File: src/rtl/xrv_bus_pkg.sv
// Shared register-bus definitions: access-size codes, master FSM state codes,
// default read timeout and the request legality check.
package xrv_bus_pkg;

  localparam logic [1:0] SZ_BYTE = 2'd0;
  localparam logic [1:0] SZ_HALF = 2'd1;
  localparam logic [1:0] SZ_WORD = 2'd2;

  typedef logic [2:0] state_t;

  localparam state_t ST_IDLE = 3'd0;
  localparam state_t ST_WR   = 3'd1;
  localparam state_t ST_RD   = 3'd2;
  localparam state_t ST_WAIT = 3'd3;
  localparam state_t ST_RESP = 3'd4;

  localparam int DEFAULT_TIMEOUT_CYC = 16;

  // True for the illegal size code and for halves/words not naturally aligned.
  function automatic logic req_is_bad(input logic [1:0] size, input logic [1:0] addr_lo);
    logic bad;
    case (size)
      SZ_BYTE: bad = 1'b0;
      SZ_HALF: bad = addr_lo[0];
      SZ_WORD: bad = (addr_lo != 2'b00);
      default: bad = 1'b1;
    endcase
    return bad;
  endfunction

endpackage

File: src/rtl/lsu_lane_align.sv
// Combinational byte-lane steering: store byte enables and lane replication,
// load data extraction with sign/zero extension. No state.
module lsu_lane_align
  import xrv_bus_pkg::*;
(
  input  logic [1:0]  addr_lo_i,
  input  logic [1:0]  size_i,
  input  logic        unsigned_i,
  input  logic [31:0] st_data_i,
  input  logic [31:0] bus_rdata_i,
  output logic [3:0]  be_o,
  output logic [31:0] lane_wdata_o,
  output logic [31:0] ld_data_o
);

  logic [31:0] shifted_s;
  logic        sext_s;

  // Lane selection per access size; the illegal size enables no lanes.
  always_comb begin
    shifted_s    = bus_rdata_i >> {addr_lo_i, 3'b000};
    sext_s       = 1'b0;
    be_o         = 4'b0000;
    lane_wdata_o = st_data_i;
    ld_data_o    = 32'h0000_0000;
    case (size_i)
      SZ_BYTE: begin
        sext_s       = ~unsigned_i & shifted_s[7];
        be_o         = 4'b0001 << addr_lo_i;
        lane_wdata_o = {4{st_data_i[7:0]}};
        ld_data_o    = {{24{sext_s}}, shifted_s[7:0]};
      end
      SZ_HALF: begin
        sext_s       = ~unsigned_i & shifted_s[15];
        be_o         = addr_lo_i[1] ? 4'b1100 : 4'b0011;
        lane_wdata_o = {2{st_data_i[15:0]}};
        ld_data_o    = {{16{sext_s}}, shifted_s[15:0]};
      end
      SZ_WORD: begin
        be_o         = 4'b1111;
        lane_wdata_o = st_data_i;
        ld_data_o    = shifted_s;
      end
      default: begin
        be_o         = 4'b0000;
        lane_wdata_o = st_data_i;
        ld_data_o    = 32'h0000_0000;
      end
    endcase
  end

endmodule

File: src/rtl/lsu_reg_master.sv
// Core load/store to peripheral register-bus initiator, one access per request.
// Read timeout is built only when LSU_REG_MASTER_TIMEOUT_EN is defined.
module lsu_reg_master
  import xrv_bus_pkg::*;
#(
  parameter int ADDR_W      = 16,
  parameter int TIMEOUT_CYC = DEFAULT_TIMEOUT_CYC
) (
  input  logic              clk,
  input  logic              rstb,
  input  logic              req_valid,
  output logic              req_ready,
  input  logic              req_we,
  input  logic [ADDR_W-1:0] req_addr,
  input  logic [1:0]        req_size,
  input  logic              req_unsigned,
  input  logic [31:0]       req_wdata,
  output logic              resp_valid,
  output logic              resp_err,
  output logic [31:0]       resp_rdata,
  output logic              wr_en,
  output logic [3:0]        be,
  output logic [ADDR_W-1:0] wr_addr,
  output logic [31:0]       wdata,
  output logic              rd_en,
  output logic [ADDR_W-1:0] rd_addr,
  input  logic [31:0]       rdata,
  input  logic              rd_rdy
);

  if (ADDR_W < 3) begin : g_bad_addr_w
    $error("lsu_reg_master: ADDR_W must be at least 3");
  end
  if ((TIMEOUT_CYC < 2) || (TIMEOUT_CYC > 256)) begin : g_bad_timeout
    $error("lsu_reg_master: TIMEOUT_CYC must be within 2..256");
  end

  state_t            state_q, state_d;
  logic [1:0]        addr_lo_q, size_q;
  logic              uns_q;
  logic              accept_s, bad_req_s, timeout_s;
  logic [1:0]        al_addr_s, al_size_s;
  logic              al_uns_s;
  logic [3:0]        al_be_s;
  logic [31:0]       al_wdata_s, al_rdata_s;

  logic              req_ready_q, req_ready_d;
  logic              resp_valid_q, resp_valid_d;
  logic              resp_err_q, resp_err_d;
  logic [31:0]       resp_rdata_q, resp_rdata_d;
  logic              wr_en_q, wr_en_d;
  logic [3:0]        be_q, be_d;
  logic [ADDR_W-1:0] wr_addr_q, wr_addr_d;
  logic [31:0]       wdata_q, wdata_d;
  logic              rd_en_q, rd_en_d;
  logic [ADDR_W-1:0] rd_addr_q, rd_addr_d;

  assign accept_s  = req_valid & req_ready_q;
  assign bad_req_s = req_is_bad(req_size, req_addr[1:0]);

  // Bus strobes launch straight from IDLE, so the aligner sees the live request there.
  assign al_addr_s = (state_q == ST_IDLE) ? req_addr[1:0] : addr_lo_q;
  assign al_size_s = (state_q == ST_IDLE) ? req_size      : size_q;
  assign al_uns_s  = (state_q == ST_IDLE) ? req_unsigned  : uns_q;

  lsu_lane_align u_align (
    .addr_lo_i   (al_addr_s),
    .size_i      (al_size_s),
    .unsigned_i  (al_uns_s),
    .st_data_i   (req_wdata),
    .bus_rdata_i (rdata),
    .be_o        (al_be_s),
    .lane_wdata_o(al_wdata_s),
    .ld_data_o   (al_rdata_s)
  );

`ifdef LSU_REG_MASTER_TIMEOUT_EN
  localparam logic [7:0] TMO_LAST = 8'(TIMEOUT_CYC - 1);

  logic [7:0] tmo_cnt_q, tmo_cnt_d;

  // Wait counter: held at zero outside WAIT, counts WAIT cycles without rd_rdy.
  always_comb begin
    tmo_cnt_d = tmo_cnt_q;
    if (state_q != ST_WAIT) begin
      tmo_cnt_d = 8'd0;
    end else if (!rd_rdy) begin
      tmo_cnt_d = tmo_cnt_q + 8'd1;
    end else begin
      tmo_cnt_d = tmo_cnt_q;
    end
  end

  // Wait counter register.
  always_ff @(posedge clk or negedge rstb) begin
    if (!rstb) begin
      tmo_cnt_q <= 8'd0;
    end else begin
      tmo_cnt_q <= tmo_cnt_d;
    end
  end
`endif

  // State, latched request fields and registered outputs.
  always_ff @(posedge clk or negedge rstb) begin
    if (!rstb) begin
      state_q      <= ST_IDLE;
      addr_lo_q    <= 2'b00;
      size_q       <= 2'b00;
      uns_q        <= 1'b0;
      req_ready_q  <= 1'b1;
      resp_valid_q <= 1'b0;
      resp_err_q   <= 1'b0;
      resp_rdata_q <= 32'h0000_0000;
      wr_en_q      <= 1'b0;
      be_q         <= 4'b0000;
      wr_addr_q    <= '0;
      wdata_q      <= 32'h0000_0000;
      rd_en_q      <= 1'b0;
      rd_addr_q    <= '0;
    end else begin
      state_q      <= state_d;
      if (accept_s) begin
        addr_lo_q <= req_addr[1:0];
        size_q    <= req_size;
        uns_q     <= req_unsigned;
      end
      req_ready_q  <= req_ready_d;
      resp_valid_q <= resp_valid_d;
      resp_err_q   <= resp_err_d;
      resp_rdata_q <= resp_rdata_d;
      wr_en_q      <= wr_en_d;
      be_q         <= be_d;
      wr_addr_q    <= wr_addr_d;
      wdata_q      <= wdata_d;
      rd_en_q      <= rd_en_d;
      rd_addr_q    <= rd_addr_d;
    end
  end

  // Next-state logic; rd_rdy takes priority over an expiring timeout.
  always_comb begin
    state_d   = state_q;
    timeout_s = 1'b0;
    case (state_q)
      ST_IDLE: begin
        if (!accept_s) begin
          state_d = ST_IDLE;
        end else if (bad_req_s) begin
          state_d = ST_RESP;
        end else if (req_we) begin
          state_d = ST_WR;
        end else begin
          state_d = ST_RD;
        end
      end
      ST_WR:   state_d = ST_IDLE;
      ST_RD:   state_d = ST_WAIT;
      ST_WAIT: begin
        if (rd_rdy) begin
          state_d = ST_RESP;
`ifdef LSU_REG_MASTER_TIMEOUT_EN
        end else if (tmo_cnt_q == TMO_LAST) begin
          state_d   = ST_RESP;
          timeout_s = 1'b1;
`endif
        end else begin
          state_d = ST_WAIT;
        end
      end
      ST_RESP: state_d = ST_IDLE;
      default: state_d = ST_IDLE;
    endcase
  end

  // Output next values, decoded from the state being entered.
  always_comb begin
    req_ready_d  = (state_d == ST_IDLE);
    wr_en_d      = (state_d == ST_WR);
    rd_en_d      = (state_d == ST_RD);
    resp_valid_d = (state_d == ST_WR) || (state_d == ST_RESP);
    resp_err_d   = 1'b0;
    resp_rdata_d = 32'h0000_0000;
    be_d         = be_q;
    wr_addr_d    = wr_addr_q;
    wdata_d      = wdata_q;
    rd_addr_d    = rd_addr_q;
    case (state_d)
      ST_WR: begin
        be_d      = al_be_s;
        wr_addr_d = {req_addr[ADDR_W-1:2], 2'b00};
        wdata_d   = al_wdata_s;
      end
      ST_RD: begin
        rd_addr_d = {req_addr[ADDR_W-1:2], 2'b00};
      end
      ST_RESP: begin
        resp_err_d   = (state_q == ST_IDLE) | timeout_s;
        resp_rdata_d = resp_err_d ? 32'h0000_0000 : al_rdata_s;
      end
      default: begin
        resp_err_d = 1'b0;
      end
    endcase
  end

  assign req_ready  = req_ready_q;
  assign resp_valid = resp_valid_q;
  assign resp_err   = resp_err_q;
  assign resp_rdata = resp_rdata_q;
  assign wr_en      = wr_en_q;
  assign be         = be_q;
  assign wr_addr    = wr_addr_q;
  assign wdata      = wdata_q;
  assign rd_en      = rd_en_q;
  assign rd_addr    = rd_addr_q;

endmodule
File: config.mk
export PLATFORM = sky130hd
export DESIGN_NAME = lsu_reg_master
export DESIGN_NICKNAME = d
export VERILOG_FILES = /design/src/rtl/xrv_bus_pkg.sv /design/src/rtl/lsu_lane_align.sv /design/src/rtl/lsu_reg_master.sv
export SDC_FILE = /design/constraint.sdc
export NUM_CORES = 1
export LEC_CHECK = 0
export ABC_AREA = 1
export ABC_CLOCK_PERIOD_IN_PS = 2800
export BUFFER_PORTS_ARGS = -buffer_cell sky130_fd_sc_hd__buf_2
export CAP_MARGIN = 20
export CORE_MARGIN = 5
export CORE_UTILIZATION = 50
export DETAILED_ROUTE_END_ITERATION = 12
export PLACE_DENSITY = 0.84
export SLEW_MARGIN = 25
export SYNTH_ARGS = -nofsm -noshare
export SYNTH_HDL_FRONTEND = slang
export SYNTH_HIERARCHICAL = 1
export SYNTH_SLANG_ARGS = --single-unit
File: constraint.sdc
create_clock -name clk -period 2.8 [get_ports clk]
set_clock_uncertainty 0.1 [all_clocks]
set_input_delay 0.56 -clock clk [delete_from_list [all_inputs] [get_ports clk]]
set_output_delay 0.56 -clock clk [all_outputs]
set_load 0.01 [all_outputs]
### Word-level counts from Yosys, hierarchy flattened

Cells that the tools add are included.

* register bits: 109
* logic and storage cells: 51
* output and inout bits: 105

* equal/unequal tests: 9
* bitwise logic cells: 4
* reductions and logical operators: 6
* shifts and indexed selects: 2
* multiplexer cells: 16

Operators with widths (count)
* $pmux 32 s3: 1
* $mux 32: 2
* $pmux 32 s2: 1
* $shr 32x5->32: 1
* $pmux 4 s3: 1
* $eq 3x2->1 const B: 3
* $mux 3: 3
* $pmux 3 s3: 1
* $logic_not 3->1: 2
* $mux 2: 3
* $eq 2x1->1 const B: 2
* $eq 2x2->1 const B: 2
* $logic_not 2->1: 2
* $mux 4: 1
* $shl 1x2->4 const A: 1
* $and 1x1->1: 3
* $eq 3x1->1 const B: 1
* $eq 3x3->1 const B: 1
* $pmux 1 s3: 1
* $mux 1: 2
* $reduce_bool 2->1: 1
* $logic_or 1x1->1: 1
* $not 1->1: 1

### Longest topological paths before layout

Gate-level depths: netlist of run 1.

* depth in word-level cells: 7
* depth in mapped cells: 16
* gate-level depth less buffers: 13

### Modules after synthesis

Netlist of run 1, hierarchy kept.

By module, submodules not included
* lsu_reg_master: sequential area each 2728.9 um2, times used 1, cells an instance 432, area an instance 4107.7 um2
* lsu_lane_align: sequential area each 0.0 um2, times used 1, cells an instance 257, area an instance 1293.7 um2

### Least setup slack after synthesis of run 1

No wires, ideal clock.

* kind: reg-to-reg
* start: register state_q[0]
* end: register resp_rdata_q[21], in the netlist resp_rdata[21]
* slack: 496 ps
* setup time: 115 ps
* clock period less this slack: 2304 ps
* data arrival time: 2090 ps
* stages on the path, launching flop included: 13
* path buffers: 2
* cell sequence: dfrtp_1 -> nor2_2 -> nand2_2 -> clkbuf_1 -> o21ai_0 -> inv_2 -> nand3_1 -> nand3_2 -> nand2_4 -> buf_6 -> nand3_2 -> nand3_1 -> inv_1

* cells in the longest elaborated chain, start to end: 7
* elaborated cells on any way between the ends: 18
* classes of those cells: eq/ne: 5; shift: 1; mux: 7; bitwise: 3; reduce/logical: 2

Ends and longest elaborated chain
* start: declaration: line lsu_reg_master.sv:38 `state_t state_q, state_d;`
* start signal: assignment: line lsu_reg_master.sv:122 `state_q <= state_d;`
* $logic_not 3->1 (*): line lsu_reg_master.sv:62 `assign al_addr_s = (state_q == ST_IDLE) ? req_addr[1:0] : addr_lo_q;`
* $mux 2 (*): line lsu_reg_master.sv:62
* net al_addr_s[1]: line lsu_reg_master.sv:42 `logic [1:0] al_addr_s, al_size_s;`
* $shr 32x5->32 (*): line lsu_lane_align.sv:21 `shifted_s = bus_rdata_i >> {addr_lo_i, 3'b000};`
* $and 1x1->1 (on tied branches): line lsu_lane_align.sv:34, lsu_lane_align.sv:28
* $pmux 32 s3 (*): line lsu_lane_align.sv:26 `case (size_i)`
* net al_rdata_s[21]: line lsu_reg_master.sv:45 `logic [31:0] al_wdata_s, al_rdata_s;`
* $mux 32 (*): line lsu_reg_master.sv:199 `resp_rdata_d = resp_err_d ? 32'h0000_0000 : al_rdata_s;`
* $mux 32 (*): line lsu_reg_master.sv:188 `case (state_d)`
* net resp_rdata_d[21]: line lsu_reg_master.sv:50 `logic [31:0] resp_rdata_q, resp_rdata_d;`
* end signal: assignment: line lsu_reg_master.sv:131 `resp_rdata_q <= resp_rdata_d;`
* end: declaration: line lsu_reg_master.sv:50

Mark *: on every way through the listed nets, which the timed path passes. The rest lies on a longest branch.
A chain may end at the register's enable or synchronous reset.

### Worst setup path after layout of run 1

* start: register state_q[0]
* end: register resp_rdata_q[17], in the netlist resp_rdata[17]

The elaborated chain is that of the path after synthesis.

==> summary.md, run 1 <==
| Metric | Value |
|---|---|
| Status | finished clean |
| Post-Syn Area | 5400 um^2 |
| Worst hold margin | 0.312 ns |
| Pwr per Cell Area | 1100 nW/um^2 |
| Final worst slack | 0.294 ns |
| Residual DRC | 0 |
| Pins over their slew limit | 0 |
| WP data arrival | 2.68 ns |
| TritonCTS Buffers | 9 |
| Post-synth top area share | 50.0% |
| Detailed Route WL | 14700 um |
| Critical path launch point type | flip-flop |
| Max IR drop VDD | 0.526 mV |
| Ratio of final minimum period to clock period | 89.5% |
| Die area | 13000 um^2 |
| CTS max path bufs | 2 |
| PostCTS Resize Cnt | 0 |
| H-tree Lvls | 3 |
| Worst skew pair latency | 0.36 ns |
| Yosys warns | 6 |
| CP endpoint kind | flip-flop |
| GRT Util Overall | 22.5% |
| Leakage | 4.11 nW |
| Vias post-DR | 5019 |
| Post-synth EDFFs | 0 |
| Initial Util | 50.5% |
| Share of cells above drive strength 1 | 29.7% |
| Delay-heaviest family, CP | simple AND/OR/NAND/NOR gates |
| Slew headroom | 42.9% |
| Crit path cell chain | nor2_2, nand2_2, o21ai_2, inv_2, nand2_1, nand2_2, nand2_4, nand3_1, nand3_1, inv_1 |
| Yosys cell types | 25 |
| DRT iter0 DRCs | 430 |
| Layout net count | 942 |
| GPL Wtd Cong | 0.953 |
| Hpwl dp | 10700 um |
| RSZ-0062 raised after global routing | false |
| HP Class | input port to flip-flop |
| First-pass GRT wire length | 23500 um |
| IO Count | 193 |
| Crit Path Category | flip-flop to flip-flop |
| Vias in the first global route | 4730 |
| Post-synth ARST share | 100% |
| Area contributors post-synth | dfrtp_1 50%, nand2_1 19%, nand3_1 7.7% |
| Tmin final | 2.51 ns |
| Gate Count Post-Synth | 689 |
| Sequential-to-total area share from yosys stat | 50.5% |
| Buffers added on ports | 188 |
| Final hold vios | 0 |
| WP buf/inv | 2 |
| Worst-margin pin slew | 0.854 ns |
| Die W | 114 um |
| Vias per cell | 5.02 |
| WL/cell | 14.7 um |
| Largest net degree at the start of global routing | 64 |
| Cell taking the most area after synthesis | dfrtp_1 |
| Die Ht | 114 um |
| Synth Flop Type | dfrtp_1 |
| Max FO, Critical Path | 24 |
| Pre-CTS WS | 0.395 ns |
| Initial antenna violation count | 0 |
| Root buf cell | clkbuf_8 |
| Final ANT Viol Nets | 0 |
| Post-CTS setup buffer count | 0 |
| Drt first pass iters | 5 |
| TritonCTS Sinks | 109 |
| Slowest cell on the critical path | o21ai_2 |
| Setup TNS | 0 ns |
| Top-count cell post-synth | nand2_1 |
| GR Overflow Total | 0 |
| Worst path max stage delay | 0.51 ns |
| Max cap viols | 0 |
| Peak Freq | 399 MHz |
| CTS tree | done |
| Avg Inst Size Synth | 7.84 um^2 |
| FP Rows | 38 |
| Most frequent cells after synthesis | 272 x nand2_1, 108 x dfrtp_1, 83 x nand3_1 |
| Area growth, synth to finish | 21.3% |
| Final core occ | 61.2% |
| Hold_buf cts | 1 |
| Core footprint | 10700 um^2 |
| Ant diodes | 0 |
| Final Setup Violations | 0 |
| Internal reg-to-reg setup slack | 0.29 ns |
| Critical path required time | 2.97 ns |
| Reg clk slew, reported paths | 0.12 ns |
| Yosys reg bits | 109 |
[routing by layer]
metal  track usage (%)  vias to the layer above  wire length (um)
li1                  -                     2478                 -
met1              32.5                     2287              6360
met2              34.4                      211              6810
met3              3.18                       43              1020
met4              9.11                        0               472
met5                 0                        -                 0
[metrics by stage]
stage,total power [W],cell area (um^2),instances
final,0.00718,6550,999
after global routing,0.00779,6550,999
after CTS,0.00720,6550,999
after detailed placement,0.00619,6320,982
after global placement,0.00612,6320,982
after floorplan,0.00505,5410,692
[tightest hold or removal path, stage by stage]
cell and delay (ns):
buf_2 0.10, nand2_1 0.05, nand2_1 0.04
[flip-flops by register name, summed over array words and instances (netlist names)]
name,flops
wr_en,1
addr_lo_q,2
wdata,32
wr_addr,14
uns_q,1
rd_addr,14
resp_rdata,32
state_q,3
be,4
req_ready,1
rd_en,1
resp_valid,1
resp_err,1
size_q,2
[power by group]
group	internal [W]	total, W	switching (W)
Combinational	0.00128	0.00384	0.00256
Clock	0.000374	0.000984	0.000611
Sequential	0.00208	0.00236	0.000278
[cells in the final DEF, fill, tap and decap left out]
cell type,Yosys,layout
clkinv_4,0,1
buf_2,16,187
o21ai_0,51,48
dfstp_2,1,1
o211ai_1,5,5
a21oi_1,1,1
nor2_4,3,3
buf_12,0,1
a31oi_1,7,7
nand3_2,13,13
nor2_2,5,6
clkbuf_8,0,9
nand2_4,2,2
buf_4,17,12
inv_6,0,1
clkinv_8,0,2
nand4_1,1,1
o22ai_1,1,1
nand2_1,272,272
o21ai_2,0,3
o21ai_1,2,2
o31ai_1,2,2
nor2_1,8,7
dlygate4sd3_1,0,1
nand3_1,83,83
inv_12,0,2
nand2_2,3,3
dfrtp_1,108,108
inv_8,0,1
inv_1,62,62
inv_2,8,8
conb_1,1,4
[final timing paths]
| check | startpoint | end | cells after the start |
|---|---|---|---|
| setup / recovery | state_q[0]$_DFF_PN0_ | resp_rdata[17]$_DFF_PN0_ | 10 |
| hold / removal | req_wdata[0] | wdata[0]$_DFFE_PN0N_ | 3 |
| setup reg to reg | state_q[0]$_DFF_PN0_ | resp_rdata[17]$_DFF_PN0_ | 10 |
| hold reg to reg | wdata[19]$_DFFE_PN0N_ | wdata[19]$_DFFE_PN0N_ | 2 |
| max in group asynchronous | rstb | req_ready$_DFF_PN1_ | 3 |
| min in group asynchronous | rstb | wdata[8]$_DFFE_PN0N_ | 2 |
[logic make-up (layout without fill, tap and decap cells)]
family                 Yosys count  in the layout  synth area share [%]
AO/OA/AOI/OAI                   69             69                  6.90
buffers and inverters          120            287                  10.9
flip-flops                     109            109                  50.5
other                            1              4                0.0694
AND/OR/NAND/NOR                390            390                  31.6
[cell type report]
class	instances	area, um^2
flip-flops and latches	109	2730
clock buffers	9	124
well taps	140	175
multi-input cells	463	2110
fillers	973	4150
inverters	70	263
clock inverters	7	93.8
repair buffers	201	1060
No activity file was read; power rests on OpenSTA's default activity.
==> inputs of run 2 (changes only) <==
Settings changed: ABC_AREA 1 to not set.
==> run 2 against run 1 <==
Net effect:
- non-clock buffer count did not move
- utilization rose by 1.1 points
- worst setup slack got worse by 0.082 ns
- synthesized area rose by 1.9%
- design area rose by 2.8%
- fmax fell by 3.2%
- die area rose by 1.7%
- largest cell class unchanged
==> summary.md, run 2 <==
| Metric | Value |
|---|---|
| Final ANT Viol Nets | 0 (unchanged) |
| Yosys reg bits | 109 (unchanged) |
| Buffers added on ports | 188 (unchanged) |
| Drt first pass iters | 5 (unchanged) |
| Design Power | 0.00769 W (+7.1%) |
| WL/cell | 17.9 um (+22%) |
| Ratio of final minimum period to clock period | 92.4% (+2.9 points) |
| Worst-margin pin slew | 0.702 ns (-0.152 ns) |
| Initial antenna violation count | 1 (+1) |
| Max cap viols | 0 (unchanged) |
| HP Class | input port to async pin |
| RSZ-0062 raised after global routing | false |
| Critical path required time | 2.95 ns (-0.02 ns) |
| Critical path launch point type | flip-flop |
| Final Setup Violations | 0 (unchanged) |
| Gate Count Post-Synth | 425 (-38%) |
| H-tree Lvls | 3 (unchanged) |
| Pins over their slew limit | 0 (unchanged) |
| Fill cell count | 846 (-13%) |
| Post-Syn Area | 5500 um^2 (+1.9%) |
| FP Rows | 38 (unchanged) |
| Leakage | 3.73 nW (-9.3%) |
| Yosys cell types | 42 (+68%) |
| Vias post-DR | 3843 (-23%) |
| Die area | 13200 um^2 (+1.7%) |
| Reg clk slew, reported paths | 0.11 ns (about the same) |
| Worst r2r src | state_q[2]$_DFF_PN0_ |
| Pwr per Cell Area | 1140 nW/um^2 (+4.3%) |
| Die W | 115 um (+0.85%) |
| Slew headroom | 53.2% (+10 points) |
| Worst Setup SP | state_q[2]$_DFF_PN0_ |
| Post-synth ARST share | 100% (unchanged) |
| First-pass GRT wire length | 21600 um (-7.8%) |
| Peak Freq | 386 MHz (-3.2%) |
| IO Count | 193 (unchanged) |
| Combinational power share | 55.4% (+1.9 points) |
| Area growth, synth to finish | 22.3% |
| CP endpoint kind | flip-flop |
| Hpwl dp | 10200 um (-5.2%) |
| WP data arrival | 2.74 ns (+0.06 ns) |
| GRT Util Overall | 20.6% (-1.9 points) |
| Hold_buf cts | 0 (-1) |
| Top-count cell post-synth | dfrtp_1 |
| Pre-CTS WS | 0.0498 ns (-0.345 ns) |
| Int Pwr | 0.00468 W (+25%) |
| Status | finished clean |
| Final worst slack | 0.212 ns (-0.0817 ns) |
| Crit Path Category | flip-flop to flip-flop |
| Area contributors post-synth | dfrtp_1 49%, mux2_4 16%, mux2_2 5.7% |
| Vias in the first global route | 4229 (-11%) |
| Worst skew pair latency | 0.36 ns (about the same) |
| Tmin final | 2.59 ns (+0.0817 ns) |
| Share of cells above drive strength 1 | 52.7% (+23 points) |
| Ant diodes | 0 (unchanged) |
| Root buf cell | clkbuf_8 |
| Residual DRC | 0 (unchanged) |
| Sequential-to-total area share from yosys stat | 49.6% (-0.93 points) |
| Detailed Route WL | 13400 um (-8.7%) |
| TritonCTS Sinks | 109 (unchanged) |
| Sequential power share | 31.8% (-1.0 points) |
| Placement Cell Area | 6500 um^2 (+2.7%) |
| Vias per cell | 5.13 (+2.1%) |
| CTS tree | done |
| Final instance area | 6730 um^2 (+2.8%) |
| Core footprint | 10800 um^2 (+0.89%) |
| Sw Ratio | 39.1% (-8.9 points) |
| Post-synth top area share | 49.1% (-0.92 points) |
| Yosys warns | 6 (unchanged) |
| Layout net count | 692 (-27%) |
| DRT iter0 DRCs | 172 (-60%) |
| Post-synth EDFFs | 0 (unchanged) |
| Max FO, Critical Path | 8 (-67%) |
| GR Overflow Total | 0 (unchanged) |
| Largest net degree at the start of global routing | 46 (-28%) |
| Cell taking the most area after synthesis | dfrtp_1 |
| Final hold vios | 0 (unchanged) |
| Max IR drop VDD | 0.642 mV (+22%) |
| CTS max path bufs | 2 (unchanged) |
| Avg Inst Size Synth | 12.9 um^2 (+65%) |
| Clk network pwr share | 12.9% (-0.8 points) |
| Commonest non-fill, non-tap cells in the layout | 187 x buf_2, 108 x dfrtp_1, 57 x mux2_4, 33 x and2_1 |
| Leading cell type in the layout, fill and taps excluded | buf_2 |
| Synth Flop Type | dfrtp_1 |
| Setup TNS | 0 ns (unchanged) |
| Switching power | 0.00301 W (-13%) |
| Initial Util | 51.0% (+0.49 points) |
| Die Ht | 115 um (+0.85%) |
| GPL Wtd Cong | 0.916 (-3.8%) |
| TritonCTS Buffers | 9 (unchanged) |
| Most frequent cells after synthesis | 108 x dfrtp_1, 57 x mux2_4, 33 x and2_1 |
-- run 2: through the flow --
step | hold slack (ns) | cells | utilization (%)
detailed placement | 0.387 | 732 | 60.2
finish | 0.0402 | 749 | 62.4
floorplan | 0.164 | 428 | -
global route | 0.0400 | 749 | 62.4
global placement | 0.384 | 732 | 60.2
CTS | 0.0271 | 748 | 62.1
-- run 2: worst max-delay path: stages (launching register included) --
cell     delay (ns)
dfrtp_1        0.43
or3_2          0.56
nand2_1        0.11
nand2_2        0.12
mux2i_1        0.44
o22a_1         0.27
nor3_4         0.08
a211o_1        0.24
and2_1         0.13
-- run 2: per-layer routing --
metal	GRT usage [%]	share of wire, %
met1	25.9	40
met2	34.3	49
met3	6.95	9.7
met4	5.71	0.99
met5	0	0.082
-- run 2: kinds of logic (layout without fill, tap and decap cells) --
group                     after synthesis  in the layout  synth area share, %
AOI/OAI and AO/OA                      64             64                 9.10
xor gates and xnor gates                1              1                0.159
buffers and inverters                  39            220                 4.78
DFF                                   109            109                 49.6
muxes                                 111            111                 26.1
other                                   1              4               0.0681
and+or+nand+nor                       100            100                 10.2
-- run 2: final timing paths --
check                      slack (ns)                 endpoint  depth (start not counted)
max in group asynchronous        1.76    wdata[12]$_DFFE_PN0N_                          2
setup / recovery                 0.21  resp_rdata[9]$_DFF_PN0_                          8
setup reg to reg                 0.21  resp_rdata[9]$_DFF_PN0_                          8
hold / removal                   0.04  resp_rdata[3]$_DFF_PN0_                          1
hold reg to reg                  0.42   rd_addr[5]$_DFFE_PN0N_                          1
min in group clk                 0.33   wr_addr[2]$_DFFE_PN0N_                          2
-- run 2: timing repair --
item / in CTS / in global routing
buffers inserted: 0 / 1
gates resized for setup: 0 / 3
setup endpoints to repair: 0 / 9
-- run 2: power groups by stage --
stage          clock [W]  sequential [W]  combinational [W]
3_5_place_dp           0         0.00244            0.00421
6_report        0.000990         0.00244            0.00426
2_1_floorplan          0         0.00266            0.00281
3_3_place_gp           0         0.00243            0.00409
4_1_cts          0.00103         0.00244            0.00421
5_1_grt          0.00109         0.00252            0.00464
-- run 2: area by class of cell --
| cell class | count | area, um^2 | share of cell area [%] |
|---|---|---|---|
| inverter | 3 | 11.3 | 0.167 |
| sequential | 109 | 2730 | 40.5 |
| multi-input combinational | 280 | 2530 | 37.6 |
| clock buffer | 10 | 128 | 1.90 |
| clock inverter | 6 | 77.6 | 1.15 |
| tap | 140 | 175 | 2.60 |
| timing repair buffer | 201 | 1080 | 16.0 |
==> inputs of run 3 (changes only) <==
Settings changed: CORE_UTILIZATION 50 to 45, PLACE_DENSITY 0.84 to 0.77.
==> run 3 against run 2 <==
Net effect:
- clock-buffer cell count did not move
- utilization fell by 5.7 points
- clock power rose by 33%
- non-clock buffer count fell by 2
- register-to-register slack got worse by 0.03 ns
- worst setup slack got worse by 0.032 ns
- design area rose by 1.2%
- critical path type unchanged
- critical endpoint is now resp_rdata[22]$_DFF_PN0_
- largest cell class unchanged
==> summary.md, run 3 (synthesized netlist as in run 2, its figures left out) <==
| Metric | Value |
|---|---|
| Ratio of final minimum period to clock period | 93.6% (+1.2 points) |
| Vias post-DR | 3917 (+1.9%) |
| Slowest cell on the critical path | or3_2 |
| Placement Cell Area | 6500 um^2 (about the same) |
| Max cap viols | 0 (unchanged) |
| Worst r2r src | state_q[2]$_DFF_PN0_ |
| Switching power | 0.00301 W (about the same) |
| Max IR drop VDD | 0.516 mV (-20%) |
| Crit path cell chain | or3_2, nand2_1, nand2_1, nand2b_4, a311o_1, a221o_1, o21ai_0, and2_1 |
| Largest net degree at the start of global routing | 63 (+37%) |
| Met3 WL | 875 um (-33%) |
| Worst skew pair latency | 0.34 ns (-0.02 ns) |
| Critical path required time | 2.98 ns (+0.03 ns) |
| IO Count | 193 (unchanged) |
| Internal reg-to-reg setup slack | 0.18 ns (-0.03 ns) |
| Int Pwr | 0.00494 W (+5.5%) |
| Sw Ratio | 37.9% (-1.3 points) |
| Die Ht | 121 um (+4.9%) |
| GPL Wtd Cong | 0.842 (-8.1%) |
| Drt first pass iters | 4 (-1) |
| Final instance area | 6810 um^2 (+1.2%) |
| Slew headroom | 48.7% (-4.5 points) |
| CTS max path bufs | 2 (unchanged) |
| Share of cells above drive strength 1 | 52.7% (about the same) |
| RSZ-0062 raised after global routing | false |
| WP data arrival | 2.80 ns (+0.06 ns) |
| Worst R2R End | resp_rdata[22]$_DFF_PN0_ |
| TritonCTS Sinks | 109 (unchanged) |
| Clk network pwr share | 16.6% (+3.7 points) |
| Residual DRC | 0 (unchanged) |
| HP Class | input port to async pin |
| Commonest non-fill, non-tap cells in the layout | 187 x buf_2, 108 x dfrtp_1, 57 x mux2_4, 33 x and2_1, 29 x nand2_1 |
| Initial antenna violation count | 0 (-1) |
| Pins over their slew limit | 0 (unchanged) |
| Detailed Route WL | 13100 um (-2.0%) |
| GR Overflow Total | 0 (unchanged) |
| Leakage | 3.76 nW (+0.89%) |
| Post-CTS setup buffer count | 0 (unchanged) |
| Pre-CTS WS | 0.188 ns (+0.138 ns) |
| Hpwl dp | 9880 um (-2.8%) |
| Max layer used | met4 |
| GRT Util Overall | 18.2% (-2.5 points) |
| Crit Path Category | flip-flop to flip-flop |
| Max FO, Critical Path | 8 (unchanged) |
| CP endpoint kind | flip-flop |
| Setup TNS | 0 ns (unchanged) |
| Critical path launch point type | flip-flop |
| Worst Setup SP | state_q[2]$_DFF_PN0_ |
| Root buf cell | clkbuf_16 |
| Vias in the first global route | 4258 (+0.69%) |
| Met2 wire length | 6540 um (unchanged) |
| H-tree Lvls | 3 (unchanged) |
| R2r worst-path depth | 8 (unchanged) |
| Final worst slack | 0.179 ns (-0.0325 ns) |
| Post-Layout Cell Count | 754 (+0.67%) |
| Die W | 121 um (+4.9%) |
| Core footprint | 12000 um^2 (+11%) |
| WL/cell | 17.4 um (-2.6%) |
| FP Rows | 40 (+5.3%) |
| Peak Freq | 382 MHz (-1.2%) |
| Initial Util | 45.8% (-5.2 points) |
| Final hold vios | 0 (unchanged) |
| Wl on met1 | 5580 um (+3.4%) |
| Reg clk slew, reported paths | 0.08 ns (-0.03 ns) |
| Status | finished clean |
| Area growth, synth to finish | 23.8% |
| Tmin final | 2.62 ns (+0.0325 ns) |
| Final Setup Violations | 0 (unchanged) |
| Worst hold margin | 0.128 ns (+0.0877 ns) |
| Layout net count | 690 (-0.29%) |
| Leading cell type in the layout, fill and taps excluded | buf_2 |
| Ant diodes | 0 (unchanged) |
| Final ANT Viol Nets | 0 (unchanged) |
| Worst-margin pin slew | 0.770 ns (+0.0680 ns) |
| Die area | 14500 um^2 (+10%) |
| DRT iter0 DRCs | 285 (+66%) |
| First-pass GRT wire length | 21400 um (-1.2%) |
| Worst path max stage delay | 0.57 ns (about the same) |
| TritonCTS Buffers | 9 (unchanged) |
| Post-Place Cells | 738 (+0.82%) |
| Vias per cell | 5.19 (+1.2%) |
| Pwr per Cell Area | 1170 nW/um^2 (+2.1%) |
| Combinational power share | 52.8% (-2.6 points) |
| Buffers added on ports | 188 (unchanged) |
| Most frequent CP cell | nand2_1 |
| Sequential power share | 30.6% (-1.2 points) |
| CTS tree | done |
==> run 3: changes by cell type in the layout (fill, tap and decap cells not counted), moves of 2 or more <==
cell,previous run,this run
clkinv_4,0,2
clkbuf_8,9,1
inv_8,3,0
clkbuf_16,0,9
==> run 3: final cells by class <==
class	count	area, um^2
Clock buffer	10	239
Clock inverter	6	70.1
Fill cell	1009	5200
Inverter	3	11.3
Multi-Input combinational cell	280	2530
Sequential cell	109	2730
Tap cell	147	184
Timing Repair Buffer	199	1050
==> run 3: how the worst max path moves through the flow <==
stage / end / slack, ns / depth (start not counted)
2_1_floorplan: wdata[10]$_DFFE_PN0N_ / 0.23 / 9
3_3_place_gp: resp_rdata[19]$_DFF_PN0_ / 0.31 / 8
3_5_place_dp: resp_rdata[22]$_DFF_PN0_ / 0.19 / 8
4_1_cts: resp_rdata[22]$_DFF_PN0_ / 0.18 / 8
5_1_grt: resp_rdata[17]$_DFF_PN0_ / 0.006 / 8
6_report: resp_rdata[22]$_DFF_PN0_ / 0.18 / 8
==> run 3: what timing repair did <==
item	in CTS	in global routing
endpoints found under the setup margin	0	5
resized for setup	0	2
hold buffers	0	0
==> run 3: stage by stage <==
step	total power (W)	utilization (%)
2_1_floorplan	0.00547	-
3_3_place_gp	0.00651	54.1
3_5_place_dp	0.00666	54.1
4_1_cts	0.00801	56.7
5_1_grt	0.00852	56.7
6_report	0.00795	56.7
==> run 3: critical path: cells and delay by family (launching register included) <==
| family | cells | cell delay (ns) |
|---|---|---|
| flops | 1 | 0.42 |
| simple gates | 5 | 1.16 |
| compound gates | 3 | 0.89 |
==> run 3: power groups by stage <==
stage          Sequential (W)  Clock [W]  Combinational, W
3_3_place_gp          0.00243          0           0.00408
5_1_grt               0.00250    0.00142           0.00459
3_5_place_dp          0.00245          0           0.00421
6_report              0.00244    0.00132           0.00419
2_1_floorplan         0.00266          0           0.00281
4_1_cts               0.00244    0.00135           0.00422
==> run 3: per-layer routing <==
layer  up-vias  GRT usage (%)
li1       1827              -
met5         -              0
met3        10           4.30
met1      1944           23.5
met4         0           5.03
met2       136           30.6
